==> src/rtl/uart_challenge_host.sv <==
// Host end of the challenge/response UART link: sends a challenge as 8N1 bytes, then collects the response.
// Latency: tx start bit 1 cycle after an accepted start; result_valid/frame_err 1 cycle after the stop-bit sample.
// Backpressure: none; start is only sampled while idle and dropped while busy (no queueing).
//
// Ports: clk, rst (sync, active-low), start/challenge (request), busy, tx (serial out),
//        rx (serial in, async), result/result_valid, frame_err, timeout.
// Optional feature macro: RESP_TIMEOUT_EN enables the WAIT_RESP watchdog; otherwise timeout is tied low.
module uart_challenge_host #(
   parameter int frequency_clk_ref = 100,
   parameter int baud_rate         = 115200,
   parameter int Challenge_Bit     = 8,
   parameter int bit_cnt           = 29,
   parameter int TIMEOUT_CYCLES    = 10000000
) (
   input  logic                     clk,
   input  logic                     rst,
   input  logic                     start,
   input  logic [Challenge_Bit-1:0] challenge,
   output logic                     busy,
   output logic                     tx,
   input  logic                     rx,
   output logic [bit_cnt-1:0]       result,
   output logic                     result_valid,
   output logic                     frame_err,
   output logic                     timeout
);

   localparam int BAUD_DIV = frequency_clk_ref * 1000000 / baud_rate;
   localparam int CB_BYTES = (Challenge_Bit + 7) / 8;
   localparam int RB_BYTES = (bit_cnt + 7) / 8;
   localparam int CHW      = 8 * CB_BYTES;
   localparam int BW       = $clog2(BAUD_DIV);
   localparam int CBW      = $clog2(CB_BYTES + 1);
   localparam int RBW      = $clog2(RB_BYTES + 1);

   // Elaboration-time guard against unusable configurations.
   if (BAUD_DIV < 4 || TIMEOUT_CYCLES < 1) begin : g_bad_cfg
      $error("uart_challenge_host: BAUD_DIV must be >= 4 and TIMEOUT_CYCLES >= 1");
   end

   // DONE's work (load result, pulse result_valid) is folded into the stop-bit
   // sample edge so the pulse lands exactly one cycle after that sample.
   typedef enum logic [1:0] {IDLE, TX_CHAL, WAIT_RESP, RX_BYTE} state_t;

   state_t             state_q;
   logic [CHW-1:0]     chal_q;
   logic [BW-1:0]      baud_q;
   logic [3:0]         bit_q;
   logic [CBW-1:0]     tx_byte_q;
   logic [RBW-1:0]     rx_byte_q;
   logic [7:0]         shreg_q;
   logic [bit_cnt-1:0] acc_q;
   logic               rx_s1_q, rx_s2_q, rx_prev_q;
   logic               tx_q, busy_q, result_valid_q, frame_err_q;
   logic [bit_cnt-1:0] result_q;
   logic [7:0]         cur_byte;
   logic [BW-1:0]      rx_tgt;

   // Challenge goes out MSB byte first: the current byte always sits at the top.
   assign cur_byte = chal_q[CHW-1 -: 8];
   // First receive interval lands mid start bit; the rest are whole bit times.
   assign rx_tgt   = (bit_q == 4'd0) ? BW'(BAUD_DIV / 2 - 1) : BW'(BAUD_DIV - 1);

`ifdef RESP_TIMEOUT_EN
   localparam int WDW = $clog2(TIMEOUT_CYCLES + 1);
   logic [WDW-1:0] wd_q;
   logic           timeout_q;
   assign timeout = timeout_q;
`else
   assign timeout = 1'b0;
`endif

   always_ff @(posedge clk) begin
      if (!rst) begin
         state_q        <= IDLE;
         chal_q         <= '0;
         baud_q         <= '0;
         bit_q          <= '0;
         tx_byte_q      <= '0;
         rx_byte_q      <= '0;
         shreg_q        <= '0;
         acc_q          <= '0;
         rx_s1_q        <= 1'b1;
         rx_s2_q        <= 1'b1;
         rx_prev_q      <= 1'b1;
         tx_q           <= 1'b1;
         busy_q         <= 1'b0;
         result_q       <= '0;
         result_valid_q <= 1'b0;
         frame_err_q    <= 1'b0;
`ifdef RESP_TIMEOUT_EN
         wd_q           <= '0;
         timeout_q      <= 1'b0;
`endif
      end else begin
         rx_s1_q        <= rx;
         rx_s2_q        <= rx_s1_q;
         rx_prev_q      <= rx_s2_q;
         result_valid_q <= 1'b0;
         frame_err_q    <= 1'b0;
`ifdef RESP_TIMEOUT_EN
         timeout_q      <= 1'b0;
`endif
         case (state_q)
            IDLE: begin
               if (start) begin
                  chal_q    <= CHW'(challenge);
                  state_q   <= TX_CHAL;
                  busy_q    <= 1'b1;
                  tx_q      <= 1'b0;
                  baud_q    <= '0;
                  bit_q     <= '0;
                  tx_byte_q <= '0;
               end
            end
            TX_CHAL: begin
               if (baud_q == BW'(BAUD_DIV - 1)) begin
                  baud_q <= '0;
                  if (bit_q == 4'd9) begin
                     if (tx_byte_q == CBW'(CB_BYTES - 1)) begin
                        state_q   <= WAIT_RESP;
                        rx_byte_q <= '0;
                        acc_q     <= '0;
`ifdef RESP_TIMEOUT_EN
                        wd_q      <= '0;
`endif
                     end else begin
                        // Next byte's start bit follows the stop bit with no gap.
                        tx_byte_q <= tx_byte_q + CBW'(1);
                        chal_q    <= chal_q << 8;
                        bit_q     <= '0;
                        tx_q      <= 1'b0;
                     end
                  end else begin
                     bit_q <= bit_q + 4'd1;
                     tx_q  <= (bit_q == 4'd8) ? 1'b1 : cur_byte[bit_q[2:0]];
                  end
               end else begin
                  baud_q <= baud_q + BW'(1);
               end
            end
            WAIT_RESP: begin
               if (rx_prev_q && !rx_s2_q) begin
                  state_q <= RX_BYTE;
                  baud_q  <= '0;
                  bit_q   <= '0;
               end
`ifdef RESP_TIMEOUT_EN
               else if (wd_q == WDW'(TIMEOUT_CYCLES - 1)) begin
                  timeout_q <= 1'b1;
                  busy_q    <= 1'b0;
                  state_q   <= IDLE;
               end else begin
                  wd_q <= wd_q + WDW'(1);
               end
`endif
            end
            RX_BYTE: begin
               if (baud_q == rx_tgt) begin
                  baud_q <= '0;
                  bit_q  <= bit_q + 4'd1;
                  if (bit_q == 4'd0) begin
                     // Start bit gone high again by mid-bit: it was a glitch.
                     if (rx_s2_q) state_q <= WAIT_RESP;
                  end else if (bit_q == 4'd9) begin
                     if (!rx_s2_q) begin
                        frame_err_q <= 1'b1;
                        busy_q      <= 1'b0;
                        state_q     <= IDLE;
                     end else if (rx_byte_q == RBW'(RB_BYTES - 1)) begin
                        // Truncating cast drops the upper padding of the top byte.
                        result_q       <= bit_cnt'({acc_q, shreg_q});
                        result_valid_q <= 1'b1;
                        busy_q         <= 1'b0;
                        state_q        <= IDLE;
                     end else begin
                        acc_q     <= bit_cnt'({acc_q, shreg_q});
                        rx_byte_q <= rx_byte_q + RBW'(1);
                        state_q   <= WAIT_RESP;
`ifdef RESP_TIMEOUT_EN
                        wd_q      <= '0;
`endif
                     end
                  end else begin
                     shreg_q <= {rx_s2_q, shreg_q[7:1]};
                  end
               end else begin
                  baud_q <= baud_q + BW'(1);
               end
            end
            default: state_q <= IDLE;
         endcase
      end
   end

   assign tx           = tx_q;
   assign busy         = busy_q;
   assign result       = result_q;
   assign result_valid = result_valid_q;
   assign frame_err    = frame_err_q;

endmodule

==> config.mk <==
export PLATFORM = sky130hd
export DESIGN_NAME = uart_challenge_host
export DESIGN_NICKNAME = d
export VERILOG_FILES = /design/src/rtl/uart_challenge_host.sv
export SDC_FILE = /design/constraint.sdc
export NUM_CORES = 1
export LEC_CHECK = 0
export CORE_UTILIZATION = 60
export DETAILED_ROUTE_END_ITERATION = 10
export PLACE_DENSITY = 0.93
export SLEW_MARGIN = 15
export SYNTH_ARGS = -nofsm -noshare
export SYNTH_HDL_FRONTEND = slang
export SYNTH_SLANG_ARGS = --single-unit
==> constraint.sdc <==
create_clock -name clk -period 3.9 [get_ports clk]
set_input_delay 0.585 -clock clk [delete_from_list [all_inputs] [get_ports clk]]
set_output_delay 0.585 -clock clk [all_outputs]
set_load 0.02 [all_outputs]
==> qor.txt, run 1 <==
effective utilization at floorplan: 62.89%
post-synth cell types: 54
Critical Path, Cell by Cell: inv_1, ha_1, nor3b_4, or4_1, a2111oi_4, buf_4, nand3_1, o21ai_0
Bufs on Longest Clock Path: 2
initial antenna violation count: 0
root buffer cell: clkbuf_8
buffer and inverter count on the worst path: 2
run status: finished, violations left
CTS tree: built
part of the power in the clock network: 37.1%
flop and latch count out of synthesis: 92
number of sinks on the clock net: 92
CTS clock-pin slew for the worst setup and hold paths: 0.10 ns
Setup Skew: 0.01914 ns
Warnings, synthesis: 0
CTS buffer count: 9
clock latency on the worst-skew pair: 0.37 ns
via count of the first global-routing pass: 3,342
net count after synthesis: 488
worst hold path cell count: 1
critical path startpoint: bit_q[0]$_SDFFE_PN0P_
number of hold-repair buffers added at the cts stage: 0
largest net degree at the start of global routing: 71
VDD IR max: 0.2575 mV
headroom to the max-slew limit: 20.63%
synthesized-area fraction occupied by adder cells: 1.859%
most common cell after layout, fill and taps aside: dfxtp_1
All-Layer GR Usage: 27.13%
area share of and/or/nand/nor cells after synthesis: 26.86%
fraction of power consumed by sequential logic: 57.2%
area of the mapped netlist: 4039 um2
logic depth of the worst path, buffers included: 8
final-layout fill cell count: 444
share of the synthesized area in compound gates (AO/OA/AOI/OAI): 14.03%
Power Dens Cells: 361.8 nW/um2
GRT Residual Overflow: 0
net count of the finished layout: 510
R2R Path Start: bit_q[0]$_SDFFE_PN0P_
number of max-cap violations: 0
via-per-instance ratio: 6.185
Routed Wire Length: 9109 um
area after detailed placement: 4436 um2
number of rows in the core area: 29
count of cells along the worst register-to-register path: 8
area of the die: 7064 um2
Vias: 3,550
Static Leak: 1.501 nW
Port Buf Inserts: 44
combinational family with the most area after synthesis: simple AND/OR/NAND/NOR gates
drt drc: 5
unrepaired setup endpoints after global routing: no
I/O pin count: 46
number of buffers inserted by post-CTS setup repair: 0
slew at the pin closest to its max-slew limit: 1.189 ns
Setup TNS: 0 ns
critical path endpoint category: flip-flop
fraction of synthesized area in multiplexers: 5.328%
Post-Syn Area per Cell: 8.593 um2
die extent in y: 84.05 um
total power after layout: 1.676 mW
average wire length per cell after detail routing: 15.87 um
Final Critical Period: 2.944 ns
number of diodes added for antenna fixing: 0
Final ANT Viol Nets: 0
net load switching power: 428.9 uW
launching element type of the critical path: flip-flop
Hold WC Path Type: flip-flop to flip-flop
wire length of the first global-routing pass: 15,460 um
routability congestion estimate from global placement: 0.9438
core area: 6422 um2
highest net fanout along the worst path: 59
critical-path cell with the highest stage delay: or4_1
commonest non-fill, non-tap cells in the layout: 92 x dfxtp_1, 63 x nand3_1, 46 x nand2_1
area grow syn2layout: 14.68%
share of synthesized area occupied by flip-flops and latches: 45.60%
count of mapped cells out of synthesis: 470
longest individual stage delay on the worst path: 0.68 ns
Worst path top cell family by delay: simple AND/OR/NAND/NOR gates
Final Hold Fails: 0
total count of max-transition violations in the final report: 0
fraction of synthesized cell area in xor and xnor cells: 0.6506%
category of the critical setup timing path: flip-flop to flip-flop
die width: 84.05 um
worst reg2reg endpoint: result[28]$_SDFFE_PN0P_
fraction of layout cells with a size suffix above 1: 7.243%
setup violation total in the final timing report: 0
Design Area, Final: 4632 um2
share of total power consumed by net switching: 25.59%
internal power contribution: 1.247 mW
number of H-tree levels: 3
first-pass iteration count of the detailed router: 8
number of design-rule violations left by the first detailed-router iteration: 325
violations in the final reports: design-rule violations
quantity of gates resized following cts: 0
reg-to-reg slack, setup: 0.96 ns
required arrival time at the worst endpoint: 4.20 ns
part of the total power dissipated in combinational logic: 5.8%
maximum clock rate: 339.7 MHz
fraction of the cycle the final worst path needs: 75.48%
worst setup path endpoint: result[28]$_SDFFE_PN0P_
Arr. time, crit path: 3.24 ns
post-detail-place hpwl: 5803 um
-- worst min-delay path by stage --
stage                     slack [ns]                     from                      end
after floorplan                 0.39       rx_s1_q$_SDFF_PN1_       rx_s2_q$_SDFF_PN1_
after global placement          0.39       rx_s1_q$_SDFF_PN1_       rx_s2_q$_SDFF_PN1_
after detailed placement        0.42       rx_s1_q$_SDFF_PN1_       rx_s2_q$_SDFF_PN1_
after CTS                       0.44       rx_s1_q$_SDFF_PN1_       rx_s2_q$_SDFF_PN1_
after global routing            0.48  result[27]$_SDFFE_PN0P_  result[27]$_SDFFE_PN0P_
final                           0.44       rx_s1_q$_SDFF_PN1_       rx_s2_q$_SDFF_PN1_
-- cells by family (layout without fill, tap and decap cells) --
logic type | Yosys count | in the layout
DFF | 92 | 92
buffers and inverters | 50 | 77
adders and majority gates | 6 | 6
muxes | 19 | 19
xor gates and xnor gates | 3 | 3
and+or+nand+nor | 202 | 202
AOI/OAI and AO/OA | 97 | 97
other | 1 | 1
-- power groups by stage --
stage	Combinational [mW]	Sequential (mW)	Clock [mW]
CTS	0.0961	0.958	0.616
finish	0.0965	0.959	0.621
global placement	0.0905	0.979	0
detailed placement	0.0944	0.980	0
floorplan	0.0651	0.979	0
global route	0.106	0.960	0.661
-- through the flow --
stage               utilization (%)  hold slack, ns  instances  setup slack (ns)
floorplan                         -          0.3863        470             1.448
global placement              69.06          0.3895        558             1.163
detailed placement            69.06          0.4171        558             1.037
CTS                           72.12          0.4401        574             1.002
global route                  72.12          0.4814        574            0.7487
finish                        72.12          0.4421        574            0.9563
-- flip-flops by register name, summed over array words and instances, names as in the netlist --
register,flops
acc_q,21
baud_q,10
bit_q,4
busy,1
chal_q,8
frame_err,1
result,29
result_valid,1
rx_byte_q,3
rx_prev_q,1
rx_s1_q,1
rx_s2_q,1
shreg_q,8
state_q,2
tx,1
-- per-layer routing --
metal	vias to the layer above	share of wire [%]	track usage (%)	routed length, um
li1	1729	-	-	-
met1	1645	42	33.94	3824
met2	150	49	44.56	4470
met3	26	6.2	4.847	564
met4	0	2.7	14.42	250
met5	-	0	0	0
-- area by class of cell --
| type | instances | area (um2) | share of cell area, % |
|---|---|---|---|
| multi-input cells | 328 | 1972 | 42.57 |
| flip-flops and latches | 92 | 1842 | 39.76 |
| repair buffers | 51 | 488.0 | 10.53 |
| clock buffers | 10 | 137.6 | 2.971 |
| well taps | 77 | 96.34 | 2.080 |
| clock inverters | 6 | 58.81 | 1.270 |
| inverters | 10 | 37.54 | 0.8104 |
-- cells in the mapped netlist (all sizes together) --
master | instances | share of area, %
and4b | 1 | 0.25
a211oi | 2 | 0.37
a31oi | 6 | 0.93
o2bb2ai | 1 | 0.22
nand4b | 1 | 0.22
clkbuf | 29 | 2.7
buf | 11 | 2.0
and3 | 2 | 0.34
conb | 1 | 0.093
nor3 | 6 | 0.74
nand3b | 4 | 0.84
a32o | 1 | 0.25
mux4 | 2 | 1.1
nand2 | 46 | 4.3
xnor2 | 2 | 0.43
o22ai | 1 | 0.15
a2bb2oi | 1 | 0.22
a211o | 3 | 0.65
nor2 | 25 | 2.3
a2111oi | 1 | 0.68
nand4 | 27 | 4.2
and3b | 2 | 0.43
and2 | 3 | 0.46
nand3 | 63 | 7.8
a21o | 3 | 0.65
o31a | 1 | 0.22
a21oi | 33 | 4.1
nor4 | 3 | 0.84
or2 | 1 | 0.15
nand4bb | 2 | 0.96
o211ai | 1 | 0.19
nor2b | 5 | 0.77
or3 | 1 | 0.15
inv | 10 | 0.93
mux2i | 17 | 4.2
xor2 | 1 | 0.22
nor4bb | 1 | 0.25
ha | 6 | 1.9
nor3b | 3 | 0.84
or4 | 1 | 0.19
dfxtp | 92 | 46
nor4b | 1 | 0.22
a311oi | 1 | 0.22
o21ai | 42 | 5.2
nand2b | 4 | 0.62
Power figures use the tool's default switching activity.
==> run 2, diff against run 1 <==
--- a/config.mk
+++ b/config.mk
@@ -5,9 +5,9 @@
 export SDC_FILE = /design/constraint.sdc
 export NUM_CORES = 1
 export LEC_CHECK = 0
-export CORE_UTILIZATION = 60
+export CORE_UTILIZATION = 56
 export DETAILED_ROUTE_END_ITERATION = 10
-export PLACE_DENSITY = 0.93
+export PLACE_DENSITY = 0.89
 export SLEW_MARGIN = 15
 export SYNTH_ARGS = -nofsm -noshare
 export SYNTH_HDL_FRONTEND = slang
==> constraint.sdc (replaced) <==
create_clock -name clk -period 2.85 [get_ports clk]
set_input_delay 0.4275 -clock clk [delete_from_list [all_inputs] [get_ports clk]]
set_output_delay 0.4275 -clock clk [all_outputs]
set_load 0.02 [all_outputs]
==> qor.txt, run 2 (synthesis results as in run 1) <==
Register Area: 1842 um2 (unchanged)
via count of the first global-routing pass: 3,071 (-8.1%)
setup violation total in the final timing report: 0 (unchanged)
net count of the finished layout: 513 (+0.59%)
buffer and inverter count on the worst path: 2 (unchanged)
final-layout fill cell count: 553 (+25%)
first-pass iteration count of the detailed router: 5 (-3)
number of sinks on the clock net: 92 (unchanged)
Final Critical Period: 2.618 ns (-0.3258 ns)
critical-path cell with the highest stage delay: or4_1
Critical Path, Cell by Cell: inv_1, ha_1, nor3b_4, or4_1, a2111oi_4, buf_12, nand3_1, o21ai_0
VDD IR max: 0.3847 mV (+49%)
number of buffers inserted by post-CTS setup repair: 0 (unchanged)
wire length of the first global-routing pass: 14,300 um (-7.5%)
quantity of gates resized following cts: 0 (unchanged)
number of rows in the core area: 30 (+3.4%)
maximum clock rate: 382.0 MHz (+12%)
Arr. time, crit path: 2.89 ns (-0.35 ns)
worst hold path cell count: 2 (+1)
number of design-rule violations left by the first detailed-router iteration: 365 (+12%)
launching element type of the critical path: flip-flop
unrepaired setup endpoints after global routing: no
flip-flop count of the largest register after layout: 29 (unchanged)
average wire length per cell after detail routing: 14.41 um (-9.2%)
fraction of the cycle the final worst path needs: 91.86% (+16 points)
fraction of layout cells with a size suffix above 1: 7.800% (+0.56 points)
largest net degree at the start of global routing: 63 (-11%)
commonest non-fill, non-tap cells in the layout: 92 x dfxtp_1, 63 x nand3_1, 46 x nand2_1
highest net fanout along the worst path: 59 (unchanged)
worst reg2reg endpoint: result[8]$_SDFFE_PN0P_
worst-case setup margin in the final layout: 0.2321 ns (-0.7242 ns)
Static Leak: 1.521 nW (+1.3%)
die extent in y: 86.93 um (+3.4%)
Port Buf Inserts: 44 (unchanged)
total count of max-transition violations in the final report: 0 (unchanged)
reg-to-reg slack, setup: 0.23 ns (-0.72 ns)
CTS buffer count: 9 (unchanged)
GRT Residual Overflow: 0 (unchanged)
Hold WC Path Type: primary input to flip-flop
Multi-input gate area: 1972 um2 (unchanged)
startpoint of the worst hold path: rst
number of hold-repair buffers added at the cts stage: 0 (unchanged)
critical path endpoint category: flip-flop
most common cell after layout, fill and taps aside: dfxtp_1
CTS tree: built
All-Layer GR Usage: 23.97% (-3.2 points)
core area: 6869 um2 (+7.0%)
required arrival time at the worst endpoint: 3.13 ns (-1.07 ns)
number of max-cap violations: 0 (unchanged)
Final ANT Viol Nets: 0 (unchanged)
Bufs on Longest Clock Path: 2 (unchanged)
Routed Wire Length: 8591 um (-5.7%)
Setup Skew: 0.01350 ns (-0.005637 ns)
area of the die: 7556 um2 (+7.0%)
slew at the pin closest to its max-slew limit: 0.7784 ns (-0.4105 ns)
R2R Path Start: bit_q[1]$_SDFFE_PN0P_
effective utilization at floorplan: 58.80% (-4.1 points)
clock latency on the worst-skew pair: 0.37 ns (about the same)
number of diodes added for antenna fixing: 0 (unchanged)
initial antenna violation count: 0 (unchanged)
endpoint with the worst hold slack: tx$_SDFFE_PN1P_
root buffer cell: clkbuf_8
number of H-tree levels: 3 (unchanged)
Setup TNS: 0 ns (unchanged)
Power Dens Cells: 489.2 nW/um2 (+35%)
Final Hold Fails: 0 (unchanged)
longest individual stage delay on the worst path: 0.67 ns (about the same)
die width: 86.93 um (+3.4%)
run status: finished clean
Worst path top cell family by delay: simple AND/OR/NAND/NOR gates
CTS clock-pin slew for the worst setup and hold paths: 0.09 ns (about the same)
drt drc: 0 (-5)
count of cells along the worst register-to-register path: 8 (unchanged)
dpl ws: 0.2444 ns (-0.7923 ns)
via-per-instance ratio: 5.931 (-4.1%)
I/O pin count: 46 (unchanged)
post-detail-place hpwl: 5687 um (-2.0%)
logic depth of the worst path, buffers included: 8 (unchanged)
area grow syn2layout: 16.08%
category of the critical setup timing path: flip-flop to flip-flop
headroom to the max-slew limit: 47.98% (+27 points)
routability congestion estimate from global placement: 0.8824 (-6.5%)
Vias: 3,535 (-0.42%)
-- run 2: cell count changes in the layout (fill, tap and decap cells not counted) --
cell      change
buf_4         +2
inv_8         +2
buf_12        +1
clkinv_4      -1
clkinv_8      -1
-- run 2: worst max path at each step --
stage / end / slack (ns) / from
6_report: result[8]$_SDFFE_PN0P_ / 0.23 / bit_q[1]$_SDFFE_PN0P_
5_1_grt: result[8]$_SDFFE_PN0P_ / 0.06 / bit_q[1]$_SDFFE_PN0P_
3_3_place_gp: result[4]$_SDFFE_PN0P_ / 0.38 / bit_q[1]$_SDFFE_PN0P_
2_1_floorplan: shreg_q[0]$_SDFFE_PN0P_ / 0.40 / bit_q[0]$_SDFFE_PN0P_
4_1_cts: result[8]$_SDFFE_PN0P_ / 0.21 / bit_q[1]$_SDFFE_PN0P_
3_5_place_dp: result[8]$_SDFFE_PN0P_ / 0.24 / bit_q[1]$_SDFFE_PN0P_
-- run 2: layout make-up --
cell class | instances | area share, %
clock buffer | 10 | 2.936
clock inverter | 6 | 1.201
inverter | 10 | 0.8006
multi-input combinational | 328 | 42.06
sequential | 92 | 39.28
tap | 96 | 2.562
timing repair buffer | 54 | 11.16
-- run 2: report_power, final --
part	total [mW]	switching, mW	internal [mW]
Clock	0.851	0.492	0.359
Combinational	0.130	0.0764	0.0535
Sequential	1.31	0.0136	1.30
-- run 2: per-layer routing --
metal / vias up / global-route usage (%) / wire [um]
li1: 1731 / - / -
met1: 1645 / 31.51 / 3678
met2: 139 / 38.15 / 4171
met3: 20 / 4.929 / 540
met4: 0 / 10.61 / 201
met5: - / 0 / 0
-- run 2: worst register-to-register path, stage by stage, from the launching register on --
cell,delay (ns)
dfxtp_1,0.44
inv_1,0.10
ha_1,0.22
nor3b_4,0.18
or4_1,0.67
a2111oi_4,0.43
buf_12,0.27
nand3_1,0.10
o21ai_0,0.11
-- run 2: stage by stage --
stage / area, um2 / total power, mW / utilization, % / hold WS, ns / instances
floorplan: 4039 / 1.429 / - / 0.3863 / 470
global placement: 4494 / 1.465 / 65.43 / 0.3928 / 580
detailed placement: 4494 / 1.471 / 65.43 / 0.3951 / 580
CTS: 4688 / 2.298 / 68.25 / 0.3535 / 596
global route: 4688 / 2.378 / 68.25 / 0.3512 / 596
finish: 4688 / 2.293 / 68.25 / 0.3573 / 596
